<file path="config.mk">
export PLATFORM = sky130hd
export DESIGN_NAME = alu_issue_stage
export DESIGN_NICKNAME = d
export VERILOG_FILES = /design/src/rtl/alu_issue_stage.sv
export SDC_FILE = /design/constraint.sdc
export NUM_CORES = 1
export LEC_CHECK = 0
export CORE_UTILIZATION = 40
export CTS_CLUSTER_DIAMETER = 50
export CTS_CLUSTER_SIZE = 16
export DETAILED_ROUTE_END_ITERATION = 10
export PLACE_DENSITY = 0.68
export SYNTH_ARGS = -nofsm -noshare
export SYNTH_HDL_FRONTEND = slang
export SYNTH_SLANG_ARGS = --single-unit
</file>
<file path="constraint.sdc">
create_clock -name clk -period 3.85 [get_ports clk]
set_clock_uncertainty 0.1 [all_clocks]
set_input_delay 0.5775 -clock clk [delete_from_list [all_inputs] [get_ports clk]]
set_output_delay 0.5775 -clock clk [all_outputs]
set_load 0.03 [all_outputs]
</file>
<file path="src/rtl/alu_issue_stage.sv">
// Execute front end: ID/EX register, EX/MEM and WB forwarding, load-use bubble and EX/MEM capture.
// Results land in EX/MEM one edge after entering ID/EX; stall freezes both registers.
module alu_issue_stage #(
  parameter int DW = 16,
  parameter int AW = 4
) (
  input  logic          clk,
  input  logic          rst,
  input  logic          id_valid,
  input  logic [3:0]    id_op,
  input  logic [DW-1:0] id_rs_val,
  input  logic [DW-1:0] id_rt_val,
  input  logic [DW-1:0] id_imm,
  input  logic          id_use_imm,
  input  logic          id_rs_used,
  input  logic          id_rt_used,
  input  logic [AW-1:0] id_rs_addr,
  input  logic [AW-1:0] id_rt_addr,
  input  logic [AW-1:0] id_rd_addr,
  input  logic          id_reg_write,
  input  logic          id_mem_read,
  input  logic          stall,
  input  logic          flush,
  input  logic          wb_reg_write,
  input  logic [AW-1:0] wb_rd_addr,
  input  logic [DW-1:0] wb_data,
  output logic [DW-1:0] alu_first,
  output logic [DW-1:0] alu_second,
  output logic [3:0]    alu_op,
  input  logic [DW-1:0] alu_result,
  input  logic          alu_zero,
  output logic          load_use_stall,
  output logic          exm_valid,
  output logic [DW-1:0] exm_result,
  output logic [DW-1:0] exm_store_data,
  output logic [AW-1:0] exm_rd_addr,
  output logic          exm_reg_write,
  output logic          exm_mem_read,
  output logic          exm_zero
);

  localparam logic [3:0] OP_NOP = 4'b1000;

  typedef struct packed {
    logic          valid;
    logic [3:0]    op;
    logic [DW-1:0] rs_val;
    logic [DW-1:0] rt_val;
    logic [DW-1:0] imm;
    logic          use_imm;
    logic          rs_used;
    logic          rt_used;
    logic [AW-1:0] rs_addr;
    logic [AW-1:0] rt_addr;
    logic [AW-1:0] rd_addr;
    logic          reg_write;
    logic          mem_read;
  } idex_t;

  typedef struct packed {
    logic          valid;
    logic [DW-1:0] result;
    logic [DW-1:0] store_data;
    logic [AW-1:0] rd_addr;
    logic          reg_write;
    logic          mem_read;
    logic          zero;
  } exm_t;

  idex_t idex_q, idex_d;
  exm_t  exm_q, exm_d;
  logic [DW-1:0] fwd_rs, fwd_rt;

  // A load's EX/MEM result is an address, not data, so it never forwards from EX/MEM.
  always_comb begin
    fwd_rs = idex_q.rs_val;
    if (idex_q.rs_used && exm_q.valid && exm_q.reg_write && !exm_q.mem_read &&
        exm_q.rd_addr == idex_q.rs_addr)
      fwd_rs = exm_q.result;
    else if (idex_q.rs_used && wb_reg_write && wb_rd_addr == idex_q.rs_addr)
      fwd_rs = wb_data;

    fwd_rt = idex_q.rt_val;
    if (idex_q.rt_used && exm_q.valid && exm_q.reg_write && !exm_q.mem_read &&
        exm_q.rd_addr == idex_q.rt_addr)
      fwd_rt = exm_q.result;
    else if (idex_q.rt_used && wb_reg_write && wb_rd_addr == idex_q.rt_addr)
      fwd_rt = wb_data;
  end

  assign alu_first  = fwd_rs;
  assign alu_second = idex_q.use_imm ? idex_q.imm : fwd_rt;
  assign alu_op     = idex_q.valid ? idex_q.op : OP_NOP;

  assign load_use_stall = id_valid && idex_q.valid && idex_q.mem_read && idex_q.reg_write &&
                          ((id_rs_used && id_rs_addr == idex_q.rd_addr) ||
                           (id_rt_used && id_rt_addr == idex_q.rd_addr));

  always_comb begin
    idex_d    = '0;
    idex_d.op = OP_NOP;
    if (stall) begin
      idex_d = idex_q;
    end else if (id_valid && !flush && !load_use_stall) begin
      idex_d.valid     = 1'b1;
      idex_d.op        = id_op;
      idex_d.rs_val    = id_rs_val;
      idex_d.rt_val    = id_rt_val;
      idex_d.imm       = id_imm;
      idex_d.use_imm   = id_use_imm;
      idex_d.rs_used   = id_rs_used;
      idex_d.rt_used   = id_rt_used;
      idex_d.rs_addr   = id_rs_addr;
      idex_d.rt_addr   = id_rt_addr;
      idex_d.rd_addr   = id_rd_addr;
      idex_d.reg_write = id_reg_write;
      idex_d.mem_read  = id_mem_read;
    end
  end

  always_comb begin
    exm_d = exm_q;
    if (!stall) begin
      exm_d.valid      = idex_q.valid;
      exm_d.result     = alu_result;
      exm_d.store_data = fwd_rt;
      exm_d.rd_addr    = idex_q.rd_addr;
      exm_d.reg_write  = idex_q.valid && idex_q.reg_write;
      exm_d.mem_read   = idex_q.valid && idex_q.mem_read;
      exm_d.zero       = alu_zero;
    end
  end

  always_ff @(posedge clk or negedge rst) begin
    if (!rst) begin
      idex_q    <= '0;
      idex_q.op <= OP_NOP;
      exm_q     <= '0;
    end else begin
      idex_q <= idex_d;
      exm_q  <= exm_d;
    end
  end

  assign exm_valid      = exm_q.valid;
  assign exm_result     = exm_q.result;
  assign exm_store_data = exm_q.store_data;
  assign exm_rd_addr    = exm_q.rd_addr;
  assign exm_reg_write  = exm_q.reg_write;
  assign exm_mem_read   = exm_q.mem_read;
  assign exm_zero       = exm_q.zero;

endmodule

</file>
-- After elaboration in Yosys (flattened, before gate mapping)
Index checks and enable logic that the tools add are counted.
- multiplexer cells: 7
- eq/ne operators: 6
- reductions and logical operators: 26
- operator list (cell ; count):
    $mux 16 ; 5
    $mux 70 ; 1
    $eq 4x4->1 ; 6
    $logic_and 1x1->1 ; 22
    $mux 4 ; 1
    $logic_not 1->1 ; 3
    $logic_or 1x1->1 ; 1
- logic and storage cells: 59
- bits in registers: 110
- output and inout port bits: 77
- input port bits: 112

-- Longest topological paths before layout
Gate-level depths: netlist of the first run.
- word-level depth: 7
- gate-level depth with buffers: 7
- depth with buffers taken out: 5

-- Worst setup path after synthesis of the first run
No wires, ideal clock.
- path kind: input-to-output
- start: input wb_rd_addr[1]
- end: output alu_first[0]
- stages: 6
- arrival time: 2291 ps
- required time: 3172 ps
- path slack: 882 ps
- buffers on the path: 1
- cells stage by stage: inv_1 a222oi_1 or4b_1 buf_6 mux2i_1 o21ai_0
- longest elaborated chain between the ends: 4
- ends and longest elaborated chain (what ; RTL line ; text):
    from (decl) ; 25 ; input logic [AW-1:0] wb_rd_addr,
    $eq 4x4->1 ; 80 ; else if (idex_q.rs_used && wb_reg_write && wb_rd_addr == idex_q.rs_addr)
    $logic_and 1x1->1 ; 80 ;
    $mux 16 ; 80 ;
    $mux 16 ; 77 ; if (idex_q.rs_used && exm_q.valid && exm_q.reg_write && !exm_q.mem_read &&
    to (decl) ; 27 ; output logic [DW-1:0] alu_first,
Every way passes these cells.

-- Final worst setup path of the first run
- start: input wb_rd_addr[1]
- end: output alu_second[3]
- longest elaborated chain between the ends: 5
- ends and longest elaborated chain (what ; RTL line ; text):
    $eq 4x4->1 ; 87 ; else if (idex_q.rt_used && wb_reg_write && wb_rd_addr == idex_q.rt_addr)
    $logic_and 1x1->1 ; 87 ;
    $mux 16 ; 87 ;
    $mux 16 ; 84 ; if (idex_q.rt_used && exm_q.valid && exm_q.reg_write && !exm_q.mem_read &&
    $mux 16 ; 92 ; assign alu_second = idex_q.use_imm ? idex_q.imm : fwd_rt;
    to (decl) ; 28 ; output logic [DW-1:0] alu_second,
Every way passes these cells.

==> results of run 1 <==
[power by group through the flow]
stage	sequential (W)	clock [W]	combinational [W]
2_1_floorplan	0.00137	0	0.000215
3_3_place_gp	0.00133	0	0.000570
3_5_place_dp	0.00133	0	0.000577
4_1_cts	0.00131	0.00107	0.000580
5_1_grt	0.00132	0.00112	0.000612
6_report	0.00131	0.00105	0.000577
[per-layer routing]
metal	global-route usage, %	up-vias
li1	-	2137
met4	8.814	2
met2	36.91	220
met3	6.395	27
met5	0	-
met1	35.27	2364
[through the flow]
stage          util [%]  instances  cell area (um2)  hold slack (ns)
4_1_cts           59.37        814             7614           0.3703
2_1_floorplan         -        473             5360           0.1819
6_report          59.42        814             7621           0.2959
3_3_place_gp      56.73        798             7276           0.3611
5_1_grt           59.42        814             7621           0.3946
3_5_place_dp      56.73        798             7276           0.3677
[final cells by class]
cell class,instances,share of cell area (%)
inverter,9,0.4433
multi-input combinational,307,30.55
tap,172,2.824
clock buffer,9,2.955
clock inverter,7,1.478
sequential,110,36.14
timing repair buffer,200,25.61
[registers in the layout, summed over array words and instances (netlist names)]
| name | count |
|---|---|
| idex_q | 70 |
| exm_result | 16 |
| exm_store_data | 16 |
| exm_rd_addr | 4 |
| exm_mem_read | 1 |
| exm_reg_write | 1 |
| exm_valid | 1 |
| exm_zero | 1 |
[synthesized netlist by cell type (2+ instances only)]
master    instances
a221oi_1         14
a221oi_2          2
a32o_1           68
and2_1            4
and3_1           16
buf_1             2
buf_2             3
buf_6             9
clkbuf_1         32
dfrtp_1         109
inv_1             9
mux2_2           20
mux2i_1          16
nand2_1          58
nand2b_1          2
nor2_1           18
nor4_1            2
o21ai_0          10
o21ai_1          10
o31ai_1          32
xnor2_1           8
xor2_1           10
[critical path, cell delays in order]
cell,delay [ns]
clkdlybuf4s50_1,0.43
xor2_1,0.18
nor3_4,0.25
nand3_4,0.25
a221oi_1,0.48
o31ai_1,0.15
clkdlybuf4s50_1,0.64
[worst paths after layout]
kind / to / slack (ns)
setup / recovery: alu_second[3] / 0.22
hold reg to reg: idex_q[68] / 0.38
max in group asynchronous: exm_store_data[8] / 2.35
min in group clk: idex_q[68] / 0.38
hold / removal: idex_q[7] / 0.30
setup reg to reg: idex_q[45] / 1.60
[timing repair]
item | in CTS | in global routing
endpoints found under the setup margin | 0 | 9
hold endpoints to repair | 0 | 0
gates resized for setup | 0 | 1
[logic make-up after synthesis]
group / synth area share [%]
compound gates: 23.44
xor+xnor: 2.941
buf+inv: 5.556
flops: 51.38
mux: 7.190
simple gates: 9.501
==> results.yml, run 1 <==
run_status:
  outcome: "completed"
sta:
  fin_ws_ns: 0.2158
  maxSlewHeadroom_pct: 26.32
  worst_slew_pin_slew_ns: 1.105
  fmax_mhz: 275.2
  layout_min_cycle_time_ns: 3.634
  finalHoldViolCount: 0
  setup_viol: 0
  setup_tns_ns: 0
  period_share_pct: 94.39
  final_max_slew_viol_count: 0
  grt_setup_unrepaired: "false"
setup_path:
  worst_ep_required_time_ns: 3.17
  crit_start: "wb_rd_addr[1]"
  crit_path_end_kind: "output pin"
  r2r_start: "idex_q[3]"
  critPathMaxFanout: 16
  worstRegToRegCells: 6
  crit_arrival_ns: 2.96
  start_kind: "input port"
  crit_type: "input port to output pin"
cts:
  cts-buffers-inserted: 9
  cts.sinks: 110
  root_buffer: "clkbuf_16"
  cts_setup_buffers: 0
  cts_tree: "yes"
  clk_latency_ns: 0.36
  clk_pin_slew_ns: 0.07
  cts_buffer_depth: 2
  hold_buffers: 0
  htree_levels: 3
synth:
  syn_area_um2: 5360
  synth_warnings: 0
  async_flop_share_pct: 100.0
  synth_top_area_share_pct: 50.89
  ys.flop_type: "dfrtp_1"
  postSynthCellCount: 473
  ys_seq_area_share_pct: 51.38
  ys_ff_latch: 110
  yosysUniqueCellTypes: 41
  synth_area_per_cell_um2: 11.33
  synth-edff-count: 0
  yosysTopAreaCell: "dfrtp_1"
  synth_area_leaders: "dfrtp_1, a32o_1, o31ai_1"
  syn_nets: 585
min_path:
  min_path_type: "input port to asynchronous set/reset pin"
placed_design:
  gp_congestion: 0.8947
  io_buffers: 188
  dp_slack_ns: 0.08790
  dp_hpwl_mm: 11.95
power_and_ir_drop:
  p_switching_w: 0.0007874
  seqPwrFrac_pct: 44.5
  internal-power_w: 0.002152
  p_per_area_nw_per_um2: 385.7
  swShare_pct: 26.79
  p_leak_nw: 3.262
  clkPwrFrac_pct: 35.8
  total_power_w: 0.002939
  irDropWorstVdd_mv: 0.2868
  power_frac_comb_pct: 19.6
route:
  drt-met1-wl_mm: 7.664
  route.met2.wl_mm: 7.527
  ant_nets: 0
  first_pass_iters: 8
  routedWlPerCell_um: 20.79
  vias: 4750
  wirelength_mm: 16.92
  drcViolationCount: 0
  vias_per_cell: 5.835
  top_layer: "met5"
  first_iter_violations: 468
  wl_met3_mm: 1.302
final_layout:
  diodes: 0
  syn2layout_area_growth_pct: 42.18
  final_cell_mix: "clkdlybuf4s50_1, dfrtp_1, a32o_1"
  final_common_cell: "clkdlybuf4s50_1"
  nNetsFinal: 749
  nFillCells: 1083
  drive_gt1_share_pct: 11.68
  multi_input_area_um2: 2328
  regArea_um2: 2754
die:
  core_um2: 12820
  io_pins: 189
  die_h_um: 117.8
  initial_utilization_pct: 41.80
  rows: 41
  die_area_um2: 13870
  die_w_um: 117.8
global_routing:
  grt_antenna_before_repair: 1
  groute.usage.overall_pct: 24.97
  overflow: 0
  grt_pass1_vias: 4598
  grt_max_degree: 87
  grt_first_pass_wirelength_mm: 26.66
flow_run:
  max_cap_violations: 0
No activity file was read; power rests on OpenSTA's default activity.
==> inputs of run 2 (changes only) <==
--- a/config.mk
+++ b/config.mk
@@ -13,3 +13,4 @@
 export SYNTH_ARGS = -nofsm -noshare
 export SYNTH_HDL_FRONTEND = slang
 export SYNTH_SLANG_ARGS = --single-unit
+export TNS_END_PERCENT = 20
==> constraint.sdc (replaced) <==
create_clock -name clk -period 4.5 [get_ports clk]
set_clock_uncertainty 0.1 [all_clocks]
set_input_delay 0.675 -clock clk [delete_from_list [all_inputs] [get_ports clk]]
set_output_delay 0.675 -clock clk [all_outputs]
set_load 0.03 [all_outputs]
==> run 2 against run 1 <==
Against the previous run:
- final area barely moved
- combinational power down 14%
- critical path depth increased by 1
- global-route usage rose by 0.12 points
- routed wire length rose by 0.65%
- sequential power down 15%
- clock-buffer cell count grew 4
- register-to-register slack better by 0.64 ns
- die area is the same
- sequential share of layout area barely moved
- worst setup slack gained 0.14 ns
- sequential cell count did not move
==> results.yml, run 2 (same netlist as run 1, synthesis figures left out) <==
route:
  vias: 4741
  vias_per_cell: 5.824
  first_iter_violations: 520
  wirelength_mm: 17.03
  ant_nets: 0
  first_pass_iters: 5
  routedWlPerCell_um: 20.92
  drcViolationCount: 0
sta:
  setup_tns_ns: 0
  finalHoldViolCount: 0
  maxSlewHeadroom_pct: 29.43
  setup_viol: 0
  final_max_slew_viol_count: 0
  fmax_mhz: 241.2
  period_share_pct: 92.12
  layout_min_cycle_time_ns: 4.145
  worst_slew_pin_slew_ns: 1.059
  grt_setup_unrepaired: "false"
final_layout:
  drive_gt1_share_pct: 9.034
  final_common_cell: "clkdlybuf4s50_1"
  nFillCells: 1093
  largest-register: "idex_q"
  post-route-util_pct: 59.39
  fin_cells: 814
  largest_reg_flops: 70
  syn2layout_area_growth_pct: 42.09
  final_cell_mix: "clkdlybuf4s50_1, dfrtp_1, a32o_1"
  diodes: 0
  nNetsFinal: 749
placed_design:
  dp.cells: 798
  gp_congestion: 0.9277
  dp_hpwl_mm: 12.19
  io_buffers: 188
power_and_ir_drop:
  p_leak_nw: 3.217
  irDropWorstVdd_mv: 0.2126
  total_power_w: 0.002439
  p_per_area_nw_per_um2: 320.3
cts:
  cts_tree: "yes"
  clk_pin_slew_ns: 0.07
  cts-buffers-inserted: 9
  root_buffer: "clkbuf_16"
  hold_buffers: 0
  cts_setup_buffers: 0
  clk_latency_ns: 0.36
  cts.sinks: 110
  htree_levels: 3
  cts_buffer_depth: 2
  cts_resized: 0
global_routing:
  grt_first_pass_wirelength_mm: 26.94
  grt_antenna_before_repair: 0
  grt_max_degree: 75
  groute.usage.overall_pct: 25.08
  overflow: 0
  grt_pass1_vias: 4737
setup_path:
  crit_path_end_kind: "output pin"
  worst_ep_required_time_ns: 3.72
  crit_type: "input port to output pin"
  start_kind: "input port"
  critPathMaxFanout: 16
  crit_arrival_ns: 3.37
  r2r_slack_ns: 2.24
die:
  die_h_um: 117.8
  core_um2: 12820
  die_w_um: 117.8
  io_pins: 189
  die_area_um2: 13870
  initial_utilization_pct: 41.80
  rows: 41
flow_run:
  max_cap_violations: 0
min_path:
  min_path_type: "input port to asynchronous set/reset pin"
run_status:
  outcome: "completed"
-- run 2: cell count changes in the layout (fill, tap and decap cells not counted), moves of 2 or more --
| cell | change |
|---|---|
| bufinv_16 | -2 |
| clkbuf_8 | +2 |
| clkdlybuf4s50_1 | +15 |
| clkbuf_1 | +2 |
| clkinv_2 | -2 |
| buf_4 | -15 |
-- run 2: metrics by stage --
| stage | cell area (um2) | setup WS (ns) | hold WS, ns |
|---|---|---|---|
| after floorplan | 5360 | 1.337 | 0.2794 |
| after global placement | 7313 | 0.4778 | 0.3573 |
| after detailed placement | 7313 | 0.3698 | 0.3684 |
| after CTS | 7616 | 0.3601 | 0.2684 |
| after global routing | 7616 | 0.2139 | 0.3106 |
| final | 7616 | 0.3545 | 0.2464 |
-- run 2: layer usage --
layer	part of all wire [%]	track usage, %	vias up
met1	43	33.72	2356
met4	2.4	8.894	0
met2	47	39.30	218
met5	0	0	-
met3	7.3	6.153	27
li1	-	-	2140
-- run 2: worst max-delay path, cell delays in order --
cell and delay [ns]:
clkdlybuf4s50_1 0.51, inv_1 0.07, a222oi_1 0.32, or4b_1 0.47
buf_4 0.24, mux2i_1 0.16, o21ai_1 0.21, clkdlybuf4s50_1 0.71
-- run 2: layout make-up --
type / count / area (um2) / share of cell area, %
inverter: 9 / 33.78 / 0.4436
timing repair buffer: 200 / 1989 / 26.12
clock buffer: 13 / 260.3 / 3.417
clock inverter: 3 / 42.54 / 0.5586
tap: 172 / 215.2 / 2.826
multi-input combinational: 307 / 2321 / 30.47
sequential: 110 / 2754 / 36.16
-- run 2: worst paths after layout --
path                          startpoint             to  cells past startpoint
setup reg to reg               idex_q[3]     idex_q[24]                      6
setup / recovery           wb_rd_addr[1]  alu_first[14]                      8
hold reg to reg               idex_q[68]     idex_q[68]                      2
hold / removal                       rst      idex_q[8]                      1
max in group asynchronous            rst     idex_q[68]                      2
min in group clk              idex_q[68]     idex_q[68]                      2
-- run 2: power breakdown --
part	leakage [nW]	switching, W	internal, W
logic	1.62	0.000247	0.000250
clock network	0.146	0.000361	0.000462
registers	1.45	0.0000662	0.00105
==> inputs of run 3 (changes only) <==
--- a/config.mk
+++ b/config.mk
@@ -5,11 +5,11 @@
 export SDC_FILE = /design/constraint.sdc
 export NUM_CORES = 1
 export LEC_CHECK = 0
-export CORE_UTILIZATION = 40
+export CORE_UTILIZATION = 45
 export CTS_CLUSTER_DIAMETER = 50
 export CTS_CLUSTER_SIZE = 16
 export DETAILED_ROUTE_END_ITERATION = 10
-export PLACE_DENSITY = 0.68
+export PLACE_DENSITY = 0.76
 export SYNTH_ARGS = -nofsm -noshare
 export SYNTH_HDL_FRONTEND = slang
 export SYNTH_SLANG_ARGS = --single-unit
==> constraint.sdc (replaced) <==
create_clock -name clk -period 3.9 [get_ports clk]
set_clock_uncertainty 0.1 [all_clocks]
set_input_delay 0.585 -clock clk [delete_from_list [all_inputs] [get_ports clk]]
set_output_delay 0.585 -clock clk [all_outputs]
set_load 0.03 [all_outputs]
==> run 3 against run 2 <==
Against the previous run:
- the run now ends with design-rule violations left
- sequential power is 15% higher
- die area is 11% lower
- sequential share of layout area is 0.63 points higher
- non-clock buffer count stayed put
- utilization is 5.6 points higher
- largest power group unchanged
==> results.yml, run 3 (same netlist as run 1, synthesis figures left out) <==
run_status:
  outcome: "finished with violations"
  violations: "design-rule violations"
final_layout:
  post-route-util_pct: 65.00
  diodes: 0
  nNetsFinal: 749
  largest-register: "idex_q"
  final_common_cell: "clkdlybuf4s50_1"
  final_cell_mix: "clkdlybuf4s50_1, dfrtp_1, a32o_1"
  largest_reg_flops: 70
  final_area_um2: 7486
  syn2layout_area_growth_pct: 39.66
  drive_gt1_share_pct: 10.76
sta:
  worst_slew_pin_slew_ns: 1.033
  fin_ws_ns: 0.1441
  hold_ws_ns: 0.2289
  final_max_slew_viol_count: 0
  maxSlewHeadroom_pct: 31.10
  setup_tns_ns: 0
  grt_setup_unrepaired: "false"
  fmax_mhz: 266.2
  setup_viol: 0
  layout_min_cycle_time_ns: 3.756
  period_share_pct: 96.31
  finalHoldViolCount: 0
cts:
  cts_tree: "yes"
  htree_levels: 3
  cts_buffer_depth: 2
  cts_setup_buffers: 0
  clk_pin_slew_ns: 0.07
  cts.sinks: 110
  clk_latency_ns: 0.35
  hold_buffers: 0
  root_buffer: "clkbuf_16"
  cts-buffers-inserted: 9
power_and_ir_drop:
  swShare_pct: 28.16
  irDropWorstVdd_mv: 0.2503
  clkPwrFrac_pct: 30.8
  p_switching_w: 0.0007568
  power_frac_comb_pct: 21.1
  p_per_area_nw_per_um2: 359.0
  internal-power_w: 0.001931
  seqPwrFrac_pct: 48.1
  p_leak_nw: 3.213
die:
  die_w_um: 111.1
  io_pins: 189
  core_um2: 11520
  initial_utilization_pct: 46.54
  die_area_um2: 12350
  die_h_um: 111.1
  rows: 39
placed_design:
  dp_hpwl_mm: 12.04
  dpl-instance-area_um2: 7227
  gp_congestion: 0.9525
  dp_slack_ns: 0.05920
  io_buffers: 188
route:
  drcViolationCount: 26
  wirelength_mm: 16.74
  first_iter_violations: 401
  ant_nets: 0
  vias: 4804
  routedWlPerCell_um: 21.35
  first_pass_iters: 8
  vias_per_cell: 6.128
min_path:
  min_path_type: "input port to asynchronous set/reset pin"
global_routing:
  overflow: 0
  grt_first_pass_wirelength_mm: 26.85
  grt_pass1_vias: 4816
  groute.usage.overall_pct: 28.19
  grt_antenna_before_repair: 1
  grt_max_degree: 131
setup_path:
  crit_arrival_ns: 3.07
  worst_ep_required_time_ns: 3.21
  start_kind: "input port"
  critPathMaxFanout: 16
  crit_path_end_kind: "output pin"
  crit_type: "input port to output pin"
flow_run:
  max_cap_violations: 0
-- run 3: path summary, 6_finish.rpt --
kind,from,endpoint,slack [ns],cells past startpoint
max in group asynchronous,rst,idex_q[68],2.54,2
hold reg to reg,idex_q[68],idex_q[68],0.38,2
setup / recovery,wb_rd_addr[3],alu_second[13],0.14,7
setup reg to reg,idex_q[3],idex_q[28],1.66,6
min in group clk,idex_q[68],idex_q[68],0.38,2
hold / removal,rst,exm_result[7],0.23,1
-- run 3: routing by layer --
metal | global-route usage [%] | routed length (um)
met1 | 38.77 | 7045
met2 | 42.35 | 7669
met3 | 7.053 | 1475
met4 | 12.16 | 535
met5 | 0 | 11
-- run 3: power groups by stage --
stage	Combinational [W]	Clock (W)	Sequential, W
after floorplan	0.000212	0	0.00135
after global placement	0.000557	0	0.00131
after detailed placement	0.000567	0	0.00131
after CTS	0.000569	0.000846	0.00129
after global routing	0.000600	0.000883	0.00130
final	0.000567	0.000829	0.00129
-- run 3: metrics by stage --
step / power, W / std cells
global placement: 0.001866 / 769
detailed placement: 0.001879 / 769
finish: 0.002688 / 784
global route: 0.002786 / 784
floorplan: 0.001564 / 473
CTS: 0.002705 / 784
-- run 3: area by class of cell --
| class | instances | area (um2) |
|---|---|---|
| Clock buffer | 14 | 244.0 |
| Clock inverter | 1 | 7.507 |
| Fill cell | 906 | 4030 |
| Inverter | 9 | 33.78 |
| Multi-Input combinational cell | 307 | 2328 |
| Sequential cell | 110 | 2754 |
| Tap cell | 143 | 178.9 |
| Timing Repair Buffer | 200 | 1939 |
-- run 3: worst max-delay path, stage by stage --
cell             delay, ns
clkdlybuf4s50_1       0.46
xor2_1                0.20
nor3_4                0.24
nand3_4               0.24
a221oi_1              0.53
o31ai_1               0.16
clkdlybuf4s50_1       0.64
-- run 3: timing repair --
item | in CTS | in global routing
endpoints found under the hold margin | 0 | 0
endpoints found under the setup margin | 0 | 7
gates resized for setup | 0 | 1
